File: src/rtl/states_pkg.sv
// Shared state encodings for the core pipeline, the memory controller and the LSU.
package states_pkg;

  typedef enum logic [2:0] {
    CORE_IDLE    = 3'd0,
    CORE_FETCH   = 3'd1,
    CORE_DECODE  = 3'd2,
    CORE_REQUEST = 3'd3,
    CORE_WAIT    = 3'd4,
    CORE_EXECUTE = 3'd5,
    CORE_UPDATE  = 3'd6,
    CORE_DONE    = 3'd7
  } core_state_t;

  typedef enum logic [1:0] {
    CTRL_IDLE          = 2'd0,
    CTRL_READ_WAITING  = 2'd1,
    CTRL_WRITE_WAITING = 2'd2,
    CTRL_RELAYING      = 2'd3
  } controller_state_t;

  typedef enum logic [1:0] {
    LSU_IDLE       = 2'd0,
    LSU_REQUESTING = 2'd1,
    LSU_WAITING    = 2'd2,
    LSU_DONE       = 2'd3
  } lsu_state_t;

endpackage

File: src/rtl/lsu.sv
// Per-thread load/store unit: issues one read or write on the controller's
// consumer channel per instruction, with a sticky timeout flag.
module lsu #(
  parameter int ADDR_BITS      = 8,
  parameter int DATA_BITS      = 16,
  parameter int TIMEOUT_CYCLES = 255
) (
  input  logic                 clk,
  input  logic                 reset,
  input  logic                 enable,
  input  logic [2:0]           core_state,
  input  logic                 decoded_mem_read_enable,
  input  logic                 decoded_mem_write_enable,
  input  logic [DATA_BITS-1:0] rs,
  input  logic [DATA_BITS-1:0] rt,
  output logic                 mem_read_valid,
  output logic [ADDR_BITS-1:0] mem_read_address,
  input  logic                 mem_read_ready,
  input  logic [DATA_BITS-1:0] mem_read_data,
  output logic                 mem_write_valid,
  output logic [ADDR_BITS-1:0] mem_write_address,
  output logic [DATA_BITS-1:0] mem_write_data,
  input  logic                 mem_write_ready,
  output logic [1:0]           lsu_state,
  output logic [DATA_BITS-1:0] lsu_out,
  output logic                 lsu_error
);
  import states_pkg::*;

  localparam int CNT_W = $clog2(TIMEOUT_CYCLES + 1);

  lsu_state_t           state_q, state_d;
  logic                 rd_valid_q, rd_valid_d;
  logic                 wr_valid_q, wr_valid_d;
  logic [ADDR_BITS-1:0] rd_addr_q, rd_addr_d;
  logic [ADDR_BITS-1:0] wr_addr_q, wr_addr_d;
  logic [DATA_BITS-1:0] wr_data_q, wr_data_d;
  logic [DATA_BITS-1:0] out_q, out_d;
  logic                 err_q, err_d;
  logic [CNT_W-1:0]     cnt_q, cnt_d;

  logic                 start;
  logic                 ack;
  logic                 timeout;
  logic [CNT_W-1:0]     cnt_inc;

  generate
    if (DATA_BITS > ADDR_BITS) begin : g_rs_hi
      logic unused_rs_hi;
      assign unused_rs_hi = ^rs[DATA_BITS-1:ADDR_BITS];
    end
  endgenerate

  // A still-high ready from the previous transaction blocks a new issue.
  assign start = enable && (core_state_t'(core_state) == CORE_REQUEST)
              && (decoded_mem_read_enable || decoded_mem_write_enable)
              && !mem_read_ready && !mem_write_ready;

  assign ack     = (rd_valid_q && mem_read_ready) || (wr_valid_q && mem_write_ready);
  assign cnt_inc = (cnt_q == CNT_W'(TIMEOUT_CYCLES)) ? cnt_q : cnt_q + CNT_W'(1);
  assign timeout = !ack && (cnt_inc == CNT_W'(TIMEOUT_CYCLES));

  always_ff @(posedge clk) begin
    if (reset) begin
      state_q    <= LSU_IDLE;
      rd_valid_q <= 1'b0;
      wr_valid_q <= 1'b0;
      rd_addr_q  <= '0;
      wr_addr_q  <= '0;
      wr_data_q  <= '0;
      out_q      <= '0;
      err_q      <= 1'b0;
      cnt_q      <= '0;
    end else begin
      state_q    <= state_d;
      rd_valid_q <= rd_valid_d;
      wr_valid_q <= wr_valid_d;
      rd_addr_q  <= rd_addr_d;
      wr_addr_q  <= wr_addr_d;
      wr_data_q  <= wr_data_d;
      out_q      <= out_d;
      err_q      <= err_d;
      cnt_q      <= cnt_d;
    end
  end

  always_comb begin
    state_d = state_q;
    case (state_q)
      LSU_IDLE:       if (start) state_d = LSU_REQUESTING;
      LSU_REQUESTING: state_d = LSU_WAITING;
      LSU_WAITING:    if (ack || timeout) state_d = LSU_DONE;
      LSU_DONE:       if (core_state_t'(core_state) == CORE_UPDATE) state_d = LSU_IDLE;
      default:        state_d = LSU_IDLE;
    endcase
  end

  // Completion wins over timeout when ready lands on the final wait cycle.
  always_comb begin
    rd_valid_d = rd_valid_q;
    wr_valid_d = wr_valid_q;
    rd_addr_d  = rd_addr_q;
    wr_addr_d  = wr_addr_q;
    wr_data_d  = wr_data_q;
    out_d      = out_q;
    err_d      = err_q;
    cnt_d      = cnt_q;
    case (state_q)
      LSU_IDLE: begin
        cnt_d = '0;
        if (start) begin
          if (decoded_mem_read_enable) begin
            rd_valid_d = 1'b1;
            rd_addr_d  = rs[ADDR_BITS-1:0];
          end else begin
            wr_valid_d = 1'b1;
            wr_addr_d  = rs[ADDR_BITS-1:0];
            wr_data_d  = rt;
          end
        end
      end
      LSU_WAITING: begin
        cnt_d = cnt_inc;
        if (ack) begin
          rd_valid_d = 1'b0;
          wr_valid_d = 1'b0;
          if (rd_valid_q) out_d = mem_read_data;
        end else if (timeout) begin
          rd_valid_d = 1'b0;
          wr_valid_d = 1'b0;
          err_d      = 1'b1;
        end
      end
      default: ;
    endcase
  end

  assign lsu_state         = state_q;
  assign mem_read_valid    = rd_valid_q;
  assign mem_read_address  = rd_addr_q;
  assign mem_write_valid   = wr_valid_q;
  assign mem_write_address = wr_addr_q;
  assign mem_write_data    = wr_data_q;
  assign lsu_out           = out_q;
  assign lsu_error         = err_q;

endmodule

File: config.mk
export PLATFORM = sky130hd
export DESIGN_NAME = lsu
export DESIGN_NICKNAME = d
export VERILOG_FILES = /design/src/rtl/states_pkg.sv /design/src/rtl/lsu.sv
export SDC_FILE = /design/constraint.sdc
export NUM_CORES = 1
export LEC_CHECK = 0
export CORE_MARGIN = 2
export CORE_UTILIZATION = 38
export DETAILED_ROUTE_END_ITERATION = 10
export PLACE_DENSITY = 0.79
export SYNTH_ARGS = -nofsm -noshare
export SYNTH_HDL_FRONTEND = slang
export SYNTH_SLANG_ARGS = --single-unit
export TNS_END_PERCENT = 1
File: constraint.sdc
create_clock -name clk -period 1.95 [get_ports clk]
set_input_delay 0.39 -clock clk [delete_from_list [all_inputs] [get_ports clk]]
set_output_delay 0.39 -clock clk [all_outputs]
set_load 0.01 [all_outputs]
# Word-level counts from Yosys, hierarchy flattened
# Cells that the tools add are included.
# totals
word_cells	61
in_bits	58
output_inout_bits	53
reg_bits	61
# classes
n_addsub	1
mux	14
n_reduce_logical	22
eq_ne	13
bitwise_logic	2
# ops
operator	n
8-bit equality test (second input constant)	2
8-bit case mux with 2 select lines	1
3-bit AND reduction	5
2-bit != test (second input constant)	5
8-bit by 1-bit adder with 8-bit output (second input constant)	1
8-bit 2-to-1 mux	1
2-bit case mux with 4 select lines	1
4-bit AND reduction	2
1-bit logical AND	7
1-bit 2-to-1 mux	6
2-bit 2-to-1 mux	3
2-bit equality test (second input constant)	2
1-bit case mux with 2 select lines	2
3-bit by 2-bit equality test with 1-bit output (second input constant)	1
3-bit equality test (second input constant)	1
1-bit zero test	3
1-bit logical OR	3
3-bit != test (second input constant)	1
2-bit by 1-bit equality test with 1-bit output (second input constant)	1
2-bit zero test	1
1-bit inverter	2
2-bit nonzero test	1

# Depth between registers and ports, before layout
# Gate-level depths: netlist of run 1.
# logic_depth
ltp_word	7
ltp_mapped	9
mapped_depth_nobuf	8

# Least setup slack after synthesis of run 1
# Ideal clock, no wire load.
# synth_timing
path_kind	flip-flop to flip-flop
startpoint	register cnt_q[0]
endpoint	register state_q[0], in the netlist lsu_state[0]
path_buffers	1
slack_ns	0.012
synth_period_minus_slack_ns	1.938
t_required_ns	1.880
stages_incl_launch_ff	9
setup_time_ns	0.070
arrival_ns	1.867
cell_sequence	dfxtp_1 > ha_1 > buf_4 > xor2_1 > o211ai_1 > nor4b_4 > a21oi_2 > or3_1 > a21oi_1
# synth_via
elab_chain_len	7
elab_cells_between_ends	8
cone_classes	1 x add/sub; 3 x eq/ne; 1 x mux; 3 x reduce/logical
# synth_rtl
element	line	rtl
start: declaration	lsu.sv:40	logic [CNT_W-1:0] cnt_q, cnt_d;
start signal: assignment	lsu.sv:83	cnt_q <= cnt_d;
8-bit by 1-bit adder with 8-bit output / 8-bit equality test (equally long branches)	lsu.sv:60	assign cnt_inc = (cnt_q == CNT_W'(TIMEOUT_CYCLES)) ? cnt_q : cnt_q + CNT_W'(1);
8-bit 2-to-1 mux *	lsu.sv:60	
8-bit equality test *	lsu.sv:61	assign timeout = !ack && (cnt_inc == CNT_W'(TIMEOUT_CYCLES));
1-bit logical AND *	lsu.sv:61	
1-bit logical OR *	lsu.sv:92	LSU_WAITING: if (ack || timeout) state_d = LSU_DONE;
2-bit != test (no line) *	-	
3-bit AND reduction (no line) *	-	
end signal: assignment	lsu.sv:75	state_q <= state_d;
end: declaration	lsu.sv:32	lsu_state_t state_q, state_d;
# Every way passes the cells marked *; elsewhere a longest branch is shown, timed or not.
# A chain may end at the register's enable or synchronous reset.

# Final worst setup path of run 1
# layout_timing
startpoint	input port core_state[1]
endpoint	register state_q[1], in the netlist lsu_state[1]
# layout_via
elab_chain_len	7
elab_cells_between_ends	9
cone_classes	4 x eq/ne; 5 x reduce/logical
# layout_rtl
element	line	rtl
start: declaration	lsu.sv:11	input logic [2:0] core_state,
3-bit by 2-bit equality test with 1-bit output	lsu.sv:55	assign start = enable && (core_state_t'(core_state) == CORE_REQUEST)
1-bit logical AND	lsu.sv:55	
1-bit logical AND	lsu.sv:56	&& (decoded_mem_read_enable || decoded_mem_write_enable)
1-bit logical AND (2 in series)	lsu.sv:57	&& !mem_read_ready && !mem_write_ready;
2-bit != test (no line)	-	
3-bit AND reduction (no line) *	-	
# Marks and branches as above.

==> results of run 1 <==
[Yosys cell counts, types with 3 or more instances]
master     n  area, um2
o21ai_0    6       30.0
a21oi_1   48        240
nand2b_1   4       25.0
and2_1     3       18.8
buf_4      3       22.5
clkbuf_1  16       60.1
nor3_1     5       25.0
dfxtp_1   61       1220
nand3_1    8       40.0
a211oi_1   4       30.0
and3_1     4       25.0
buf_2      4       20.0
inv_1      5       18.8
mux2i_1   12        120
ha_1       5       62.6
nand2_1   89        334
nor2_1    22       82.6
[layer usage]
layer	vias to the layer above	wire length (um)	GRT usage (%)
li1	1324	-	-
met1	1217	3100	24.1
met2	81	3490	33.0
met3	10	379	4.08
met4	0	129	8.52
met5	-	0	0
[state kept, by name, indices dropped and copies added (netlist names)]
signal	count
lsu_out	16
mem_read_valid	1
cnt_q	8
lsu_state	2
mem_write_data	16
mem_write_valid	1
mem_write_address	8
mem_read_address	8
lsu_error	1
[what timing repair did]
item | CTS | global route
pin swaps | 6 | 4
endpoints found under the setup margin | 3 | 4
resized for setup | 6 | 8
setup buffers | 2 | 0
[power groups by stage]
| stage | Combinational (mW) | Sequential, mW | Clock (mW) |
|---|---|---|---|
| after global routing | 0.468 | 1.27 | 1.21 |
| final | 0.429 | 1.27 | 1.10 |
| after floorplan | 0.167 | 1.30 | 0 |
| after global placement | 0.369 | 1.30 | 0 |
| after detailed placement | 0.379 | 1.30 | 0 |
| after CTS | 0.414 | 1.27 | 1.14 |
[cell families after synthesis]
| group | count (synthesis) |
|---|---|
| adder cells (fa/ha/maj) | 5 |
| buffers and inverters | 28 |
| AND/OR/NAND/NOR | 147 |
| multiplexers | 12 |
| flip-flops | 61 |
| AO/OA/AOI/OAI | 72 |
| XOR/XNOR | 1 |
[stage by stage]
| stage | TNS, ns | cells | total power, mW |
|---|---|---|---|
| global route | -0.0309 | 523 | 2.95 |
| global placement | -1.09 | 505 | 1.67 |
| finish | 0 | 523 | 2.81 |
| floorplan | 0 | 326 | 1.47 |
| CTS | 0 | 523 | 2.83 |
| detailed placement | -2.02 | 505 | 1.68 |
[path summary, 6_finish.rpt]
| kind | startpoint | slack, ns | end |
|---|---|---|---|
| setup reg to reg | cnt_q[0] | 0.09 | lsu_state[1] |
| hold reg to reg | mem_write_data[8] | 0.45 | mem_write_data[8] |
| hold / removal | mem_write_data[8] | 0.45 | mem_write_data[8] |
| setup / recovery | core_state[1] | 0.06 | lsu_state[1] |
[worst max-delay path: stages]
cell and delay (ns):
clkdlybuf4s50_1 0.48, nand4bb_1 0.14, o31a_1 0.31, nor4b_4 0.27, a21oi_4 0.11, buf_4 0.15, o21ai_1 0.15, o41ai_2 0.09
[area by class of cell]
type                            count  area (um2)
Clock inverter                      4        47.5
Timing Repair Buffer              124        1230
Sequential cell                    61        1220
Clock buffer                       12         145
Multi-Input combinational cell    237        1320
Inverter                            5        18.8
Fill cell                         608        2640
Tap cell                           80         100
==> results by group, run 1 <==
Run status
  – Outcome: completed

Synthesis
  – Post-synth EDFFs: 0
  – Post-synthesis register bit count: 61
  – Synth Area in Simple Gates: 25.5%
  – XOR/XNOR Fraction of Synth Area: 0.334%
  – Ys flop type: dfxtp_1
  – Post-synth cell types: 42
  – Post-synthesis adder-cell area fraction: 2.39%
  – Async set-or-reset flop fraction in the synthesized netlist: 0%
  – Synth Area in Compound Gates: 16.0%
  – Yosys warnings: 0
  – Sequential share of the synthesized area: 46.6%
  – Post-synth net total: 389
  – Largest family of logic cells by synthesized area: simple AND/OR/NAND/NOR gates
  – Synthesized area per cell: 8.03 um2
  – Mux share of post-synthesis cell area: 4.59%
  – Synth Cell Area: 2620 um2
  – Cells after Synth: 326

Pwr
  – Psw: 0.687 mW
  – Pwr dens: 687 nW/um2
  – Comb pwr share: 15.3%
  – Flop pwr share: 45.3%
  – Pint: 2.12 mW
  – Switching share of power: 24.5%
  – Clock network power share: 39.4%
  – Max VDD drop: 0.000334 V
  – P_leak: 1.43 nW

Finish
  – Most frequent cells in the layout: clkdlybuf4s50_1, nand2_1, dfxtp_1
  – Commonest non-fill, non-tap cell in the layout: clkdlybuf4s50_1
  – Area grow syn2layout: 55.9%
  – Util after Layout: 60.8%
  – Fraction of layout instances using a drive strength above 1: 11.7%
  – Ant. Diodes: 0
  – NumNets Final: 501
  – Final cell area excluding filler cells: 4080 um2

Timing
  – Final Cycle Share: 96.7%
  – Fmax: 530 MHz
  – Final setup viols: 0
  – Worst Tran Pin Value: 0.618 ns
  – Relative slew margins: 58.8%
  – Min Hold Slack: 0.454 ns
  – Crit path time final: 1.89 ns
  – Setup ws final: 0.0639 ns
  – Clk_skew: 0.00727 ns
  – Final hold viol count: 0
  – Slew Limit Fails: 0

Floorplan
  – Top Ports: 111
  – Initial core utilization: 39.0%
  – Row cnt: 30
  – Die height: 87.0 um
  – CORE AREA: 6720 um2
  – Die area: 7570 um2
  – Die width: 87.0 um

Worst setup path
  – Cells on worst reg2reg path: 8
  – Crit start category: input port
  – WP data arrival: 2.08 ns
  – CP max FO: 4
  – CP endpoint kind: register
  – Critical path type: input port to register
  – CP required: 2.15 ns

Routing
  – Post-route antenna net violation count: 0
  – Pre-Repair DR Iteration Count: 4
  – Detailed-route via count: 2632
  – Avg WL per Cell: 13.6 um
  – DRT iter0 DRCs: 128
  – Post-route DRC: 0
  – Vias per cell: 5.03
  – Routed WL: 7090 um

Min path
  – Hold Path Depth: 2
  – Min-delay worst type: register to register

GRT
  – First-pass GRT wire length: 11800 um
  – Largest net degree at the start of global routing: 32
  – All-Layer GR Usage: 19.6%
  – Global route overflow: 0
  – Initial antenna violation count: 0
  – Vias in the first global route: 2607

Clock tree
  – Clock Tree Buf Depth: 2
  – Hold_buf cts: 0
  – Clock latency on the worst-skew pair: 0.32 ns
  – CTS root buf: clkbuf_8
  – Num Clock Sinks: 61
  – Worst-path clk slew: 0.07 ns
  – CTS buffer count: 9
  – CTS tree: done
  – H-tree lvl count: 3

Placed design
  – RD Place Congestion: 0.834
  – Placed cell area: 3830 um2
  – # port buffers: 102
  – Setup WS pre-CTS: -0.334 ns
  – Dpl hpwl: 5060 um

Run
  – Max-cap violation count: 0
(Power assumes the default switching activity.)
==> inputs of run 2 (changes only) <==
- SKIP_LAST_GASP: unset -> 1
==> results of run 2 <==
Same layout as run 1: the final DEF is identical, and so are final timing and power.
==> inputs of run 3 (changes only) <==
- CTS_CLUSTER_DIAMETER: unset -> 100
==> results of run 3 <==
Same layout as run 1: the final DEF is identical, and so are final timing and power.
